<file path="config.mk">
export PLATFORM = sky130hd
export DESIGN_NAME = scan_dwell_timer
export DESIGN_NICKNAME = d
export VERILOG_FILES = /design/src/rtl/scan_dwell_timer.sv
export SDC_FILE = /design/constraint.sdc
export NUM_CORES = 1
export LEC_CHECK = 0
export BUFFER_PORTS_ARGS = -buffer_cell sky130_fd_sc_hd__buf_2
export CAP_MARGIN = 20
export CORE_MARGIN = 2
export CORE_UTILIZATION = 25
export DETAILED_ROUTE_END_ITERATION = 8
export GPL_ROUTABILITY_DRIVEN = 0
export PLACE_DENSITY = 0.38
export RECOVER_POWER = 100
export SLEW_MARGIN = 5
export SYNTH_ARGS = -nofsm -noshare
export SYNTH_HDL_FRONTEND = slang
export SYNTH_SLANG_ARGS = --single-unit
</file>
<file path="constraint.sdc">
create_clock -name i_clk -period 4.3 [get_ports i_clk]
set_clock_uncertainty 0.15 [all_clocks]
set_input_delay 1.075 -clock i_clk [delete_from_list [all_inputs] [get_ports i_clk]]
set_output_delay 1.075 -clock i_clk [all_outputs]
set_load 0.05 [all_outputs]
</file>
<file path="src/rtl/scan_dwell_timer.sv">
// scan_dwell_timer: per-channel dwell sequencer counting P+1 cycles per step over N steps
//   i_clk, i_rst (async, active-high), i_start, i_period[15:0], i_steps[STEP_W-1:0],
//   i_hold, i_abort, [i_auto_reload when SCAN_TIMER_AUTO_RELOAD_EN is defined]
//   o_busy, o_count[15:0], o_step, o_step_idx[STEP_W-1:0], o_done, o_err
module scan_dwell_timer #(
   parameter int STEP_W = 8
) (
   input  logic              i_clk,
   input  logic              i_rst,
   input  logic              i_start,
   input  logic [15:0]       i_period,
   input  logic [STEP_W-1:0] i_steps,
   input  logic              i_hold,
   input  logic              i_abort,
`ifdef SCAN_TIMER_AUTO_RELOAD_EN
   input  logic              i_auto_reload,
`endif
   output logic              o_busy,
   output logic [15:0]       o_count,
   output logic              o_step,
   output logic [STEP_W-1:0] o_step_idx,
   output logic              o_done,
   output logic              o_err
);
   typedef enum logic [1:0] {IDLE, RUN, DONE} state_t;
   state_t state, state_nxt;
   logic [15:0] period, count_nxt, dec;
   logic [STEP_W-1:0] steps, idx_nxt;
   logic borrow, latch, step_nxt, done_nxt, err_nxt, last;
   minus_one u_dec (.i_a(o_count), .o_result(dec), .o_borrow(borrow));
   assign last = o_step_idx == steps - STEP_W'(1);
   assign o_busy = state != IDLE;
   always_comb begin
      state_nxt = state;
      count_nxt = o_count;
      idx_nxt = o_step_idx;
      latch = 1'b0;
      step_nxt = 1'b0;
      done_nxt = 1'b0;
      err_nxt = 1'b0;
      case (state)
         IDLE: if (i_start) begin
            if (i_steps != '0) begin
               latch = 1'b1;
               count_nxt = i_period;
               idx_nxt = '0;
               state_nxt = RUN;
            end else err_nxt = 1'b1;
         end
         RUN: if (i_abort) begin
            count_nxt = '0;
            idx_nxt = '0;
            state_nxt = IDLE;
         end else if (!i_hold) begin
            if (!borrow) count_nxt = dec;
            else begin
               step_nxt = 1'b1;
               if (!last) begin
                  count_nxt = period;
                  idx_nxt = o_step_idx + STEP_W'(1);
               end else begin
                  done_nxt = 1'b1;
`ifdef SCAN_TIMER_AUTO_RELOAD_EN
                  if (i_auto_reload) begin
                     count_nxt = period;
                     idx_nxt = '0;
                  end else state_nxt = DONE;
`else
                  state_nxt = DONE;
`endif
               end
            end
         end
         default: state_nxt = IDLE;
      endcase
   end
   always_ff @(posedge i_clk or posedge i_rst) begin
      if (i_rst) begin
         state <= IDLE;
         period <= '0;
         steps <= '0;
         o_count <= '0;
         o_step_idx <= '0;
         o_step <= 1'b0;
         o_done <= 1'b0;
         o_err <= 1'b0;
      end else begin
         state <= state_nxt;
         if (latch) begin
            period <= i_period;
            steps <= i_steps;
         end
         o_count <= count_nxt;
         o_step_idx <= idx_nxt;
         o_step <= step_nxt;
         o_done <= done_nxt;
         o_err <= err_nxt;
      end
   end
endmodule

// minus_one: 16-bit prefix decrementer; bit g flips when every lower bit is zero
//   i_a[15:0] in, o_result[15:0] = i_a-1, o_borrow = (i_a == 0)
module minus_one (
   input  logic [15:0] i_a,
   output logic [15:0] o_result,
   output logic        o_borrow
);
   logic [16:0] z;
   assign z[0] = 1'b1;
   for (genvar g = 1; g <= 16; g++) begin : g_pfx
      assign z[g] = ~|i_a[g-1:0];
   end
   assign o_result = i_a ^ z[15:0];
   assign o_borrow = z[16];
endmodule

</file>
Word-level counts from Yosys, hierarchy flattened
Cells that the tools add are included.

cells by class
  add/sub/neg operators = 2
  eq/ne operators = 9
  muxes and demuxes = 36
  bitwise logic cells = 1
  reduce and logical (&&, ||, !) cells = 37

operators with widths
  operator                                                            count
  16-bit two-way mux                                                  6
  8-bit two-way mux                                                   6
  16-bit case mux with 2 select lines                                 1
  8-bit case mux with 2 select lines                                  1
  16-bit OR reduction                                                 1
  16-bit bitwise XOR                                                  1
  1-bit logical NOT                                                   15
  1-bit two-way mux                                                   15
  15-bit OR reduction                                                 1
  14-bit OR reduction                                                 1
  13-bit OR reduction                                                 1
  2-bit two-way mux                                                   6
  3-bit != test, second input constant                                4
  12-bit OR reduction                                                 1
  11-bit OR reduction                                                 1
  5-bit AND reduction                                                 2
  10-bit OR reduction                                                 1
  9-bit OR reduction                                                  1
  8-bit by 1-bit adder with 8-bit output, second input constant       1
  8-bit equality test                                                 1
  8-bit nonzero test                                                  1
  8-bit OR reduction                                                  1
  8-bit by 1-bit subtractor with 8-bit output, second input constant  1
  7-bit OR reduction                                                  1
  other kinds (12)                                                    14

storage, ports and cells
  bits in registers = 53
  output and inout bits = 28

Depth between registers and ports, before layout
Gate-level depths: netlist of run 1.

  depth in word-level cells = 7
  gate-level depth with buffers = 9
  gate-level depth less buffers = 9

Cells and area by module
A second synthesis of run 1 with hierarchy kept.

unflattened totals
  cell total of the unflattened synthesis = 313
  area, all modules = 3280.6 µm²

by module, submodules not included
  module            instances  cells an instance  area each (µm²)
  scan_dwell_timer  1          270                2969.1
  minus_one         1          43                 311.5

Worst setup path after synthesis of run 1
Ideal clock, no wire load.

  kind = input to register
  from = input i_start
  to = register period[0]
  arrival = 2728 ps
  path slack = 1297 ps
  stages = 5
  buffers on the path = 2
  cell sequence = or3b_2 -> a21oi_1 -> buf_1 -> clkbuf_1 -> mux2_2

on the way
  longest elaborated chain between the ends = 2

ends and longest elaborated chain
  element                 RTL line  text
  start: declaration      10        input logic i_start,
  1-bit two-way mux       42        IDLE: if (i_start) begin
  1-bit two-way mux       41        case (state)
  end signal: assignment  90        period <= i_period;
  end: declaration        27        logic [15:0] period, count_nxt, dec;

No other way between the ends.
A chain may end at the register's enable or synchronous reset.

Worst setup path after layout of run 1
  from = register steps[0]
  to = register o_count[8]

on the way
  longest elaborated chain between the ends = 4

ends and longest elaborated chain
  element                                      RTL line  text
  start: declaration                           28        logic [STEP_W-1:0] steps, idx_nxt;
  start signal: assignment                     91        steps <= i_steps;
  8-bit by 1-bit subtractor with 8-bit output  31        assign last = o_step_idx == steps - STEP_W'(1);
  8-bit equality test                          31
  4-bit != test (no line)                      n/a
  5-bit AND reduction (no line)                n/a
  end signal: assignment                       93        o_count <= count_nxt;
  end: declaration                             19        output logic [15:0] o_count,

No other way between the ends.

==> impl_metrics.tcl, run 1 <==
set metrics [dict create \
    setup_viol 0 \
    fp-row-count 40 \
    synth_area_leaders "dfrtp_1, mux2_2, nand2_1, o21ai_0, nor2_1" \
    worst-path-max-fanout 16 \
    cts_setup_buffers 0 \
    synthCells 315 \
    drc_errors 0 \
    ys_types 52 \
    wl_um 8760 \
    cts.path.max_buffers 2 \
    viasPerCell 4.87 \
    area_growth_pct 17.6 \
    port_buffers 56 \
    grt_setup_unrepaired "no" \
    drt_iter0_drc 97 \
    grt_pass1_wl_um 14300 \
    post_cts_resized 0 \
    synthTopCellsByCount "dfrtp_1, nand2_1, mux2_2, nor2_1, o21ai_0" \
    whs_ps 352 \
    cp-end-kind "register" \
    drv_cap 0 \
    cts_sinks 53 \
    power.density_mw_per_mm2 496 \
    grt_pass1_vias 2656 \
    ys_ff_latch 53 \
    max_freq_ghz 0.269 \
    ys_seq_area_frac 0.429 \
    drtAntennaViolNets 0 \
    hpwl_um 6260 \
    utilization 0.301 \
    fin_crit_ps 3720 \
    nFillCells 1299 \
    ys_warn_count 0 \
    synth_fp_nets 350 \
    worst_ep_arrival_time_ps 3750 \
    switching_share 0.413 \
    synth.most_common_cell "dfrtp_1" \
    nets 404 \
    pwr-share-clk 0.231 \
    wl_met1_um 4290 \
    die_h_um 115 \
    antenna_cells 0 \
    crit_type "reg -> reg" \
    post-place-cells 530 \
    grt_overflow 0 \
    ctsHoldBuffers 0 \
    cts_tree "yes" \
    die_x_um 115 \
    tns_ps 0 \
    highest_layer "met4" \
    power.internal_mw 1.06 \
    drive_gt1_frac 0.203 \
    tightest_slew_ps 1360 \
    dieArea_mm2 0.0133 \
    cts_max_level 2 \
    synth.largest_area_cell "dfrtp_1" \
    required_ps 4330 \
    synth-edff-count 0 \
    synthArstFlopShare 1.00 \
    status "finished clean" \
    wl_met3_um 316 \
    numCtsBuffers 5 \
    wl_per_cell_um 16.3 \
    seqPwrFrac 0.399 \
    firstDrtPassIters 4 \
    fin_cells 537 \
    slew_headroom 0.0935 \
    power_switching_uw 746 \
    hold_class "reg -> reg" \
    seqCellArea_mm2 0.00133 \
    ios 57 \
    num_vias 2614 \
    synth-main-ff-cell "dfrtp_1" \
    grt_max_degree 34 \
    clkLatencyLatePin_ps 300 \
    cts_root_buf "clkbuf_16" \
    clkTransAtPathRegs_ps 70 \
    critPathLaunchType "register" \
    antenna_found_initial 0 \
    timing_hold_violations_final 0 \
    power_mw 1.81 \
    fin_crit_sh 0.866 \
    p_leak_nw 1.47 \
    synth_top_area_share 0.429 \
    wl_met2_um 4060 \
    maxSlewViolCount 0 \
    netlist_area_mm2 0.00309 \
    coreArea_mm2 0.0121 \
    multiInputGateArea_mm2 0.00164 \
    syn_avg_cell_area_um2 9.82 \
    vdd_ir_drop_max_uv 217 \
    grt_usage 0.140 \
    start_util 0.256 \
    power_frac_comb 0.370 \
]
==> state kept, by name, indices dropped and copies added (netlist names) <==
name and count:
o_count 16, o_done 1, o_err 1, o_step 1
o_step_idx 8, period 16, state 2, steps 8
==> critical path: stages (launching register included) <==
cell	delay [ps]
dfrtp_1	430
inv_1	100
ha_1	190
or3b_1	390
or4_1	470
a2111oi_4	430
nand3_1	470
o21ai_4	590
mux2_2	390
==> power by group through the flow <==
stage | logic, mW | registers (mW) | clock network (mW)
6_report | 0.669 | 0.720 | 0.416
4_1_cts | 0.707 | 0.722 | 0.430
3_5_place_dp | 0.704 | 0.730 | 0
3_3_place_gp | 0.703 | 0.733 | 0
5_1_grt | 0.737 | 0.742 | 0.448
2_1_floorplan | 0.370 | 0.870 | 0
==> cell usage in the layout, fill, tap and decap left out, drive strengths merged, types with 2 or more instances in the layout <==
| cell | count |
|---|---|
| o21ai | 22 |
| dfrtp | 53 |
| nor3 | 11 |
| or2 | 4 |
| mux2i | 4 |
| a31o | 3 |
| o221ai | 2 |
| nand2b | 8 |
| nand3 | 7 |
| buf | 30 |
| a21o | 2 |
| o31a | 3 |
| or3b | 3 |
| o211ai | 5 |
| and2 | 3 |
| o2bb2ai | 4 |
| nand3b | 2 |
| mux2 | 28 |
| a211oi | 2 |
| a21oi | 10 |
| and4 | 3 |
| xnor2 | 8 |
| nand4 | 7 |
| a32o | 2 |
| clkbuf | 39 |
| xor2 | 2 |
| a22oi | 2 |
| inv | 12 |
| nand2 | 32 |
| nor4 | 6 |
| or4 | 4 |
| nor2 | 21 |
| and3 | 2 |
| ha | 6 |
| o31ai | 2 |
| a2bb2oi | 2 |
| a22o | 4 |
==> cells by family after synthesis <==
family,count (synthesis),synth area share
simple gates,117,0.203
compound gates,70,0.164
flops,53,0.429
mux,32,0.116
buf+inv,27,0.0352
xor+xnor,10,0.0283
fa+ha+maj,6,0.0243
==> stage by stage <==
step / setup WS (ps) / cell area (um^2)
finish: 577 / 3640
floorplan: 1300 / 3090
CTS: 782 / 3710
global placement: 926 / 3570
detailed placement: 809 / 3570
global route: 308 / 3640
==> layer usage <==
layer,vias up,track usage
li1,1259,-
met1,1293,0.194
met2,52,0.224
met3,10,0.0285
met4,0,0.0353
met5,-,0
==> layout make-up <==
| cell class | count | share of cell area |
|---|---|---|
| well taps | 168 | 0.0578 |
| repair buffers | 62 | 0.0757 |
| flip-flops and latches | 53 | 0.365 |
| clock buffers | 7 | 0.0392 |
| inverters | 12 | 0.0124 |
| multi-input cells | 235 | 0.450 |
==> path summary, 6_finish.rpt <==
check	from	end	slack, ps	depth (start not counted)
max in group asynchronous	i_rst	o_count[7]$_DFFE_PP0P_	1160	3
min reg2reg	period[3]$_DFFE_PP0P_	period[3]$_DFFE_PP0P_	350	1
min	period[3]$_DFFE_PP0P_	period[3]$_DFFE_PP0P_	350	1
max	steps[0]$_DFFE_PP0P_	o_count[8]$_DFFE_PP0P_	580	8
min in group asynchronous	i_rst	o_step_idx[5]$_DFFE_PP0P_	1010	2
max reg2reg	steps[0]$_DFFE_PP0P_	o_count[8]$_DFFE_PP0P_	580	8
(Power assumes the default switching activity.)
==> run 2: changes to the inputs <==
BUFFER_PORTS_ARGS = default   (was -buffer_cell sky130_fd_sc_hd__buf_2)
DONT_BUFFER_PORTS = 1   (was default)
PLACE_DENSITY = 0.34   (was 0.38)
==> run 2 against run 1 <==
The run now ends with capacitance limit, slew limit left. Wire length increased by 4.3%. Final cell count down 9.7%. Utilization down 1.7 points. Maximum frequency fell by 0.87%. Via count shrank 6.0%. Power shrank 1.8%. Register-to-register slack improved by 200 ps. Global-route usage is 0.69 points higher. Cell area fell by 5.7%.
==> impl_metrics.tcl, run 2 (synthesis gave the netlist of run 1 again) <==
set metrics [dict create \
    drc_errors 0 \
    die_h_um 115 \
    num_vias 2457 \
    postLayoutCellArea_mm2 0.00343 \
    antenna_cells 0 \
    timing_hold_violations_final 0 \
    wl_per_cell_um 18.8 \
    hold_class "reg -> reg" \
    vdd_ir_drop_max_uv 162 \
    antenna_found_initial 0 \
    p_leak_nw 1.34 \
    layout_common_cells "dfrtp_1, nand2_1, mux2_2" \
    start_util 0.256 \
    slew_headroom -0.151 \
    fin_crit_ps 3760 \
    status "finished, violations left" \
    max_freq_ghz 0.266 \
    path_cells "or3b_2 > a21oi_4 > clkbuf_1 > nor2_1 > buf_4 > a211oi_1 > mux2i_1" \
    grt_overflow 0 \
    maxSlewViolCount 29 \
    drtAntennaViolNets 0 \
    die_x_um 115 \
    cp_slowest_stage_delay_ps 1260 \
    nFillCells 1273 \
    fin_crit_sh 0.873 \
    grt_max_degree 36 \
    cts_root_buf "clkbuf_16" \
    cts_tree "yes" \
    clkLatencyLatePin_ps 300 \
    wl_um 9140 \
    cp-end-kind "register" \
    port_buffers 0 \
    crit_type "in -> reg" \
    critPathLaunchType "primary input" \
    grt_pass1_wl_um 14900 \
    cts_sinks 53 \
    required_ps 4380 \
    placed_cell_area_mm2 0.00332 \
    hpwl_um 6340 \
    grt_setup_unrepaired "no" \
    power.density_mw_per_mm2 517 \
    setup_viol 0 \
    cts_max_level 2 \
    nets 351 \
    drt_iter0_drc 109 \
    cts.path.max_buffers 2 \
    area_growth_pct 10.9 \
    drive_gt1_frac 0.161 \
    violations "capacitance limit, slew limit" \
    worst_ep_arrival_time_ps 3830 \
    reg.largest.list "o_count x16, period x16" \
    numCtsBuffers 5 \
    viasPerCell 5.07 \
    grt_usage 0.147 \
    post_cts_resized 0 \
    coreArea_mm2 0.0121 \
    firstDrtPassIters 4 \
    tightest_slew_ps 1730 \
    worst-path-max-fanout 28 \
    clkTransAtPathRegs_ps 70 \
    final_common_cell "dfrtp_1" \
    fp-row-count 40 \
    dieArea_mm2 0.0133 \
    cts_setup_buffers 0 \
    ios 57 \
    critPathSlowestCell "clkbuf_1" \
    drv_cap 2 \
    ctsHoldBuffers 0 \
    grt_pass1_vias 2600 \
    tns_ps 0 \
]
run 2: routing by layer:
metal	part of all wire	track usage
met4	0.018	0.0506
met2	0.46	0.233
met1	0.47	0.192
met3	0.060	0.0422
met5	0	0
run 2: final timing paths:
check | depth (start not counted) | slack [ps] | start | end
worst min-delay path | 1 | 350 | period[11]$_DFFE_PP0P_ | period[11]$_DFFE_PP0P_
worst min register to register | 1 | 350 | period[11]$_DFFE_PP0P_ | period[11]$_DFFE_PP0P_
min in group asynchronous | 1 | 940 | i_rst | period[13]$_DFFE_PP0P_
max in group asynchronous | 2 | 1390 | i_rst | state[0]$_DFFE_PP0P_
worst max-delay path | 7 | 540 | i_start | o_step_idx[5]$_DFFE_PP0P_
worst max register to register | 8 | 780 | o_count[0]$_DFFE_PP0P_ | o_step_idx[5]$_DFFE_PP0P_
run 2: stage by stage:
stage / cells / hold slack, ps / utilization / setup slack [ps] / power (mW)
after CTS: 485 / 357 / 0.287 / 800 / 1.81
final: 485 / 352 / 0.284 / 544 / 1.77
after global routing: 485 / 365 / 0.284 / 350 / 1.90
after floorplan: 315 / 325 / - / 1300 / 1.24
after detailed placement: 477 / 340 / 0.275 / 823 / 1.38
after global placement: 477 / 336 / 0.275 / 891 / 1.38
run 2: layout make-up:
type | instances | area (um^2) | area share
multi-input cells | 235 | 1660 | 0.484
flip-flops and latches | 53 | 1330 | 0.387
well taps | 168 | 210 | 0.0613
clock buffers | 6 | 129 | 0.0376
repair buffers | 9 | 48.8 | 0.0142
inverters | 12 | 45.0 | 0.0131
clock inverters | 2 | 10.0 | 0.00292
run 2: critical path, delay by kind of cell:
kind | cells | cell delay [ps]
simple gates | 2 | 600
mux | 1 | 220
buf+inv | 2 | 1510
compound gates | 2 | 420
run 2: report_power, final:
group,switching (mW),internal (mW),leakage [nW]
Combinational,0.244,0.210,0.606
Clock,0.200,0.215,0.0706
Sequential,0.308,0.595,0.662
Total,0.752,1.02,1.34
